==> config.mk <==
export PLATFORM = sky130hd
export DESIGN_NAME = vga_timing_engine_flat
export DESIGN_NICKNAME = d
export VERILOG_FILES = /design/src/rtl/vga_timing_engine_if.sv /design/src/rtl/vga_timing_engine.sv /design/src/flat_wrapper.sv
export SDC_FILE = /design/constraint.sdc
export NUM_CORES = 1
export LEC_CHECK = 0
export ABC_CLOCK_PERIOD_IN_PS = 5500
export BUFFER_PORTS_ARGS = -buffer_cell sky130_fd_sc_hd__buf_4
export CAP_MARGIN = 20
export CORE_UTILIZATION = 45
export CTS_CLUSTER_SIZE = 40
export DETAILED_ROUTE_END_ITERATION = 8
export GPL_ROUTABILITY_DRIVEN = 1
export PLACE_DENSITY = 0.73
export SYNTH_ARGS = -nofsm -noshare
export SYNTH_HDL_FRONTEND = slang
export SYNTH_SLANG_ARGS = --single-unit
==> constraint.sdc <==
create_clock -name clk -period 5.5 [get_ports clk]
set_input_delay 0.825 -clock clk [delete_from_list [all_inputs] [get_ports clk]]
set_output_delay 0.825 -clock clk [all_outputs]
set_load 0.03 [all_outputs]
==> src/rtl/vga_timing_engine_if.sv <==
// Framebuffer read bus: vga_timing_engine drives the request (master) and
// the pixel memory answers with data RD_LAT pixel ticks later (slave).
interface vga_timing_engine_if #(
   parameter int unsigned COLOR_W = 12
);
   logic               o_rd_en;
   logic [10:0]        o_rd_x;
   logic [10:0]        o_rd_y;
   logic [COLOR_W-1:0] i_rd_data;

   modport master (output o_rd_en, output o_rd_x, output o_rd_y, input i_rd_data);
   modport slave  (input o_rd_en, input o_rd_x, input o_rd_y, output i_rd_data);
endinterface

==> src/rtl/vga_timing_engine.sv <==
// Programmable VGA timing generator: beam counters, framebuffer read requests
// ahead of the beam, and a delay line that re-aligns sync/DE with returned pixels.
module vga_timing_engine #(
   parameter int unsigned        H_SYNC     = 128,
   parameter int unsigned        H_BP       = 88,
   parameter int unsigned        H_ACTIVE   = 800,
   parameter int unsigned        H_FP       = 40,
   parameter int unsigned        V_SYNC     = 4,
   parameter int unsigned        V_BP       = 23,
   parameter int unsigned        V_ACTIVE   = 600,
   parameter int unsigned        V_FP       = 1,
   parameter bit                 HS_POL     = 1'b0,
   parameter bit                 VS_POL     = 1'b0,
   parameter int unsigned        SRC_W      = 640,
   parameter int unsigned        SRC_H      = 480,
   parameter int unsigned        SCALE_LOG2 = 0,
   parameter int unsigned        RD_LAT     = 1,
   parameter int unsigned        COLOR_W    = 12,
   parameter logic [COLOR_W-1:0] BORDER     = COLOR_W'(12'h00F)
) (
   input  logic                 clk,
   input  logic                 reset,
   input  logic                 i_pix_en,
   vga_timing_engine_if.master  rd_if,
   output logic [COLOR_W-1:0]   o_color,
   output logic                 o_hs,
   output logic                 o_vs,
   output logic                 o_de,
   output logic                 o_frame_start,
   output logic                 o_vblank
);

   localparam int unsigned H_TOTAL = H_SYNC + H_BP + H_ACTIVE + H_FP;
   localparam int unsigned V_TOTAL = V_SYNC + V_BP + V_ACTIVE + V_FP;

   localparam logic [11:0] H_LAST     = 12'(H_TOTAL - 1);
   localparam logic [11:0] H_START    = 12'(H_SYNC + H_BP);
   localparam logic [11:0] H_STOP     = 12'(H_SYNC + H_BP + H_ACTIVE - 1);
   localparam logic [11:0] H_SYNC_END = 12'(H_SYNC);
   localparam logic [11:0] V_LAST     = 12'(V_TOTAL - 1);
   localparam logic [11:0] V_START    = 12'(V_SYNC + V_BP);
   localparam logic [11:0] V_STOP     = 12'(V_SYNC + V_BP + V_ACTIVE - 1);
   localparam logic [11:0] V_SYNC_END = 12'(V_SYNC);
   localparam logic [12:0] SRC_W_L    = 13'(SRC_W);
   localparam logic [12:0] SRC_H_L    = 13'(SRC_H);

   // Beam attributes evaluated at the counters, carried until the pixel returns.
   typedef struct packed {
      logic sync_h;
      logic sync_v;
      logic de;
      logic win;
      logic vblank;
      logic frame;
   } beam_t;

   localparam beam_t BEAM_IDLE = '{sync_h: 1'b0, sync_v: 1'b0, de: 1'b0,
                                   win: 1'b0, vblank: 1'b1, frame: 1'b0};

   logic [11:0] h_q, h_d, v_q, v_d;
   logic [11:0] hpos, vpos, src_x, src_y;
   logic        h_act, v_act, in_win;
   beam_t       beam_now, beam_out;
   beam_t       dl_q [RD_LAT];
   logic [10:0] rd_x_q, rd_x_d, rd_y_q, rd_y_d;

   logic [COLOR_W-1:0] color_q, color_d;
   logic hs_q, hs_d, vs_q, vs_d, de_q, de_d, fs_q, fs_d, vb_q, vb_d;

   // NOTE: every always_comb target gets a default first, so no path can infer a latch.
   always_comb begin
      h_d = h_q;
      v_d = v_q;
      if (i_pix_en) begin
         if (h_q == H_LAST) begin
            h_d = '0;
            v_d = (v_q == V_LAST) ? '0 : v_q + 12'd1;
         end else begin
            h_d = h_q + 12'd1;
         end
      end
   end

   always_comb begin
      h_act    = (h_q >= H_START) && (h_q <= H_STOP);
      v_act    = (v_q >= V_START) && (v_q <= V_STOP);
      hpos     = h_q - H_START;
      vpos     = v_q - V_START;
      src_x    = hpos >> SCALE_LOG2;
      src_y    = vpos >> SCALE_LOG2;
      in_win   = h_act && v_act && ({1'b0, src_x} < SRC_W_L) && ({1'b0, src_y} < SRC_H_L);

      beam_now        = BEAM_IDLE;
      beam_now.sync_h = (h_q < H_SYNC_END);
      beam_now.sync_v = (v_q < V_SYNC_END);
      beam_now.de     = h_act && v_act;
      beam_now.win    = in_win;
      beam_now.vblank = !v_act;
      beam_now.frame  = (h_q == H_START) && (v_q == V_START);

      // Address follows the beam inside the window and parks on the last request outside it.
      rd_x_d = in_win ? src_x[10:0] : rd_x_q;
      rd_y_d = in_win ? src_y[10:0] : rd_y_q;

      rd_if.o_rd_en = i_pix_en && in_win && !reset;
      rd_if.o_rd_x  = rd_x_d;
      rd_if.o_rd_y  = rd_y_d;
   end

   assign beam_out = dl_q[RD_LAT-1];

   always_comb begin
      color_d = color_q;
      hs_d    = hs_q;
      vs_d    = vs_q;
      de_d    = de_q;
      vb_d    = vb_q;
      fs_d    = 1'b0;
      if (i_pix_en) begin
         color_d = beam_out.de ? (beam_out.win ? rd_if.i_rd_data : BORDER) : '0;
         hs_d    = beam_out.sync_h ? HS_POL : ~HS_POL;
         vs_d    = beam_out.sync_v ? VS_POL : ~VS_POL;
         de_d    = beam_out.de;
         vb_d    = beam_out.vblank;
         fs_d    = beam_out.frame;
      end
   end

   // NOTE: state registers use non-blocking assignments so every flop samples pre-edge values.
   always_ff @(posedge clk) begin
      if (reset) begin
         h_q     <= '0;
         v_q     <= '0;
         rd_x_q  <= '0;
         rd_y_q  <= '0;
         color_q <= '0;
         hs_q    <= ~HS_POL;
         vs_q    <= ~VS_POL;
         de_q    <= 1'b0;
         fs_q    <= 1'b0;
         vb_q    <= 1'b1;
      end else begin
         h_q     <= h_d;
         v_q     <= v_d;
         rd_x_q  <= rd_x_d;
         rd_y_q  <= rd_y_d;
         color_q <= color_d;
         hs_q    <= hs_d;
         vs_q    <= vs_d;
         de_q    <= de_d;
         fs_q    <= fs_d;
         vb_q    <= vb_d;
      end
   end

   // NOTE: the delay line is a small shift register, so it is cleared on reset; a dropped
   // frame must not leak stale sync/DE flags to the pins.
   always_ff @(posedge clk) begin
      if (reset) begin
         for (int i = 0; i < int'(RD_LAT); i++) dl_q[i] <= BEAM_IDLE;
      end else if (i_pix_en) begin
         dl_q[0] <= beam_now;
         for (int i = 1; i < int'(RD_LAT); i++) dl_q[i] <= dl_q[i-1];
      end
   end

   assign o_color       = color_q;
   assign o_hs          = hs_q;
   assign o_vs          = vs_q;
   assign o_de          = de_q;
   assign o_frame_start = fs_q;
   assign o_vblank      = vb_q;

endmodule
==> src/flat_wrapper.sv <==
// flat-port wrapper written by rule: the top's interface ports become plain ports
module vga_timing_engine_flat 
#(
   parameter int unsigned        H_SYNC     = 128,
   parameter int unsigned        H_BP       = 88,
   parameter int unsigned        H_ACTIVE   = 800,
   parameter int unsigned        H_FP       = 40,
   parameter int unsigned        V_SYNC     = 4,
   parameter int unsigned        V_BP       = 23,
   parameter int unsigned        V_ACTIVE   = 600,
   parameter int unsigned        V_FP       = 1,
   parameter bit                 HS_POL     = 1'b0,
   parameter bit                 VS_POL     = 1'b0,
   parameter int unsigned        SRC_W      = 640,
   parameter int unsigned        SRC_H      = 480,
   parameter int unsigned        SCALE_LOG2 = 0,
   parameter int unsigned        RD_LAT     = 1,
   parameter int unsigned        COLOR_W    = 12,
   parameter logic [COLOR_W-1:0] BORDER     = COLOR_W'(12'h00F)
)
  (clk, reset, i_pix_en, o_color, o_hs, o_vs, o_de, o_frame_start, o_vblank, rd_if_o_rd_en, rd_if_o_rd_x, rd_if_o_rd_y, rd_if_i_rd_data);
  vga_timing_engine_if #(.COLOR_W(COLOR_W)) rd_if_i ();
  input  logic clk;
  input  logic reset;
  input  logic i_pix_en;
  output logic [COLOR_W-1:0] o_color;
  output logic o_hs;
  output logic o_vs;
  output logic o_de;
  output logic o_frame_start;
  output logic o_vblank;
  output wire logic [$bits(rd_if_i.o_rd_en)-1:0] rd_if_o_rd_en;
  output wire logic [$bits(rd_if_i.o_rd_x)-1:0] rd_if_o_rd_x;
  output wire logic [$bits(rd_if_i.o_rd_y)-1:0] rd_if_o_rd_y;
  input wire logic [$bits(rd_if_i.i_rd_data)-1:0] rd_if_i_rd_data;
  assign rd_if_o_rd_en = rd_if_i.o_rd_en;
  assign rd_if_o_rd_x = rd_if_i.o_rd_x;
  assign rd_if_o_rd_y = rd_if_i.o_rd_y;
  assign rd_if_i.i_rd_data = rd_if_i_rd_data;
  vga_timing_engine #(.H_SYNC(H_SYNC), .H_BP(H_BP), .H_ACTIVE(H_ACTIVE), .H_FP(H_FP), .V_SYNC(V_SYNC), .V_BP(V_BP), .V_ACTIVE(V_ACTIVE), .V_FP(V_FP), .HS_POL(HS_POL), .VS_POL(VS_POL), .SRC_W(SRC_W), .SRC_H(SRC_H), .SCALE_LOG2(SCALE_LOG2), .RD_LAT(RD_LAT), .COLOR_W(COLOR_W), .BORDER(BORDER)) u_core (.clk(clk), .reset(reset), .i_pix_en(i_pix_en), .rd_if(rd_if_i), .o_color(o_color), .o_hs(o_hs), .o_vs(o_vs), .o_de(o_de), .o_frame_start(o_frame_start), .o_vblank(o_vblank));
endmodule
==> out/results.txt <==
Status -> completed
All-Layer GR Usage -> 19.95%
Required @ worst endpoint -> 4.68 ns
GRT overflow -> 0
Maximum vdd drop -> 0.1248 mV
Mean Syn Cell Area -> 8.703 µm²
Ys async rst share -> 0%
Power Density -> 249.9 nW/µm²
Max-slew headroom -> 38.94%
Die area -> 8230 µm²
I/O pin total -> 55
Total CTS buffers -> 9
Largest net degree at the start of global routing -> 44
Final nets -> 459
Worst-Skew Late Latency -> 0.35 ns
Fill cells -> 683
CTS tree -> yes
Synth top cells by count -> 63 x dfxtp_1, 36 x nor2_1, 33 x a21oi_1, 32 x nand2_1, 22 x o21ai_0
Leakage -> 1.603 nW
Clk pwr share -> 45.5%
CP startpoint kind -> flip-flop
#FFs+latches synth -> 69
Warnings, synthesis -> 0
Top-count cell post-synth -> dfxtp_1
Max Root-Sink Buffers -> 2
Die W -> 90.72 µm
Crit path max fanout -> 22
Slew Limit Fails -> 0
Final hold violation count -> 0
Die H -> 90.72 µm
Initial antenna violation count -> 0
Register area -> 1441 µm²
Unrepaired setup endpoints after global routing -> no
Primary FF master, synth -> dfxtp_1
Row count -> 31
Synth Cell Area -> 3542 µm²
Share of cells above drive strength 1 -> 19.33%
DRT antenna net count -> 0
Largest cells by area after synthesis -> dfxtp_1 36%, edfxtp_1 5.1%, a21oi_1 4.7%
EDFF count, synth -> 6
Setup Viol. Count Final -> 0
Layout area overhead -> 14.77%
Sequential Power Share -> 50.8%
Initial DRC Count -> 162
Vias -> 2985
Netlist cell types -> 58
TNS Setup -> 0 ns
Pwr Total -> 0.001016 W
Multi-input gate area -> 1829 µm²
Clock root buffer -> clkbuf_8
Wire length per cell -> 14.72 µm
Initial core utilization -> 47.56%
IO Port Bufs -> 54
Sw Ratio -> 21.62%
CTS clk-pin slew, worst paths -> 0.07 ns
Max_cap viols -> 0
First-pass GRT wire length -> 13.14 mm
HP Class -> reg -> reg
Setup CP Type -> reg -> out
Detailed Route WL -> 8.005 mm
Crit path DAT -> 3.32 ns
Worst Skew -> 0.008915 ns
Max Freq -> 241.5 MHz
Psw -> 0.0002196 W
Hold_buf cts -> 0
Antenna cells -> 0
Period minus WS final -> 4.141 ns
Area leader, netlist -> dfxtp_1
Mapped Cells -> 407
Least-Margin Pin Slew -> 0.9159 ns
Post-synthesis sequential area ratio -> 40.69%
Comb power frac -> 3.7%
Top cell type's share of synthesized area -> 35.61%
CTS H-tree lvls -> 3
Vias in the first global route -> 2788
Post-DP HPWL -> 5.777 mm
Cells resized by post-CTS repair -> 0
DRC viols -> 0
P_int -> 0.0007962 W
Core ar. -> 7447 µm²
Syn nets -> 426
Via density -> 5.487
Critical path endpoint category -> primary output
Post-CTS Setup Inserts -> 0
TritonRoute pass-1 iters -> 4
Routability cong. -> 0.8866
Total clock sinks -> 69
Post-route clock period utilization -> 75.29%
==> logic make-up (layout without fill, tap and decap cells) <==
family	after synthesis	after routing	synth area share [%]
AOI/OAI and AO/OA	90	90	16.36
xor gates and xnor gates	26	26	6.429
adders and majority gates	4	4	1.413
buffers and inverters	43	81	7.665
DFF	69	69	40.69
muxes	5	5	1.448
and+or+nand+nor	170	170	26.00
==> per-layer routing <==
metal	vias to the layer above	wire (µm)	global-route usage (%)	share of wire, %
met2	77	3645	31.63	46
met4	0	204	9.274	2.5
met5	-	0	0	0
met3	19	412	4.798	5.1
li1	1506	-	-	-
met1	1383	3742	25.44	47
==> per-stage QoR <==
stage / setup WS (ns) / util [%] / hold WS (ns) / area (µm²) / std cells
4_1_cts: 1.353 / 54.59 / 0.4600 / 4065 / 544
3_5_place_dp: 1.750 / 51.58 / 0.4400 / 3841 / 528
3_3_place_gp: 1.915 / 51.58 / 0.4328 / 3841 / 528
6_report: 1.359 / 54.59 / 0.4552 / 4065 / 544
2_1_floorplan: 2.178 / - / 0.4203 / 3542 / 407
5_1_grt: 1.077 / 54.59 / 0.4857 / 4065 / 544
==> power by group through the flow <==
stage / logic, W / registers [W] / clock network, W
global route: 0.0000410 / 0.000517 / 0.000496
global placement: 0.0000372 / 0.000527 / 0
CTS: 0.0000380 / 0.000516 / 0.000475
detailed placement: 0.0000379 / 0.000528 / 0
finish: 0.0000381 / 0.000516 / 0.000462
floorplan: 0.0000182 / 0.000531 / 0
==> layout by cell type, fill, tap and decap left out, types with 5 or more instances in the layout <==
cell | netlist | final
a21oi_1 | 33 | 33
a22o_1 | 8 | 8
and2_1 | 5 | 5
buf_4 | 5 | 54
clkbuf_8 | 6 | 10
dfxtp_1 | 63 | 63
edfxtp_1 | 6 | 6
inv_1 | 11 | 11
nand2_1 | 32 | 32
nand2b_1 | 8 | 8
nand3_1 | 20 | 20
nand4_1 | 7 | 7
nor2_1 | 36 | 36
nor2b_1 | 7 | 7
nor3_1 | 20 | 20
o211ai_1 | 8 | 8
o21ai_0 | 22 | 22
or3_1 | 9 | 9
xnor2_1 | 14 | 14
xor2_1 | 12 | 12
==> state kept, by name, indices dropped and copies added (netlist names) <==
name and flops:
u_core.h_q 12, u_core.o_color 12, u_core.rd_y_q 11, u_core.dl_q 6
u_core.o_de 1, u_core.v_q 12, u_core.o_vblank 1, u_core.o_vs 1
u_core.o_frame_start 1, u_core.rd_x_q 11, u_core.o_hs 1
==> worst paths after layout <==
path / slack, ns / startpoint / endpoint / cells past startpoint
max: 1.36 / u_core.v_q[1] / rd_if_o_rd_x[3] / 8
min: 0.46 / u_core.dl_q[0][1] / u_core.o_vblank / 1
min reg2reg: 0.46 / u_core.dl_q[0][1] / u_core.o_vblank / 1
max reg2reg: 2.57 / u_core.v_q[1] / u_core.rd_x_q[3] / 7
==> area by class of cell <==
cell class	count	share of cell area, %
clock buffers	11	3.478
clock inverters	5	2.031
inverters	11	1.016
multi-input cells	295	45.00
flip-flops and latches	69	35.46
well taps	99	3.047
repair buffers	54	9.972
==> critical path: stages, from the launching register on <==
cell and delay [ns]:
dfxtp_1 0.43, ha_1 0.41, o211ai_2 0.22, mux2i_1 0.19, a221oi_2 0.34, o2111ai_2 0.53
nor2_4 0.42, mux2i_1 0.24, buf_4 0.18
Power figures use the tool's default switching activity.
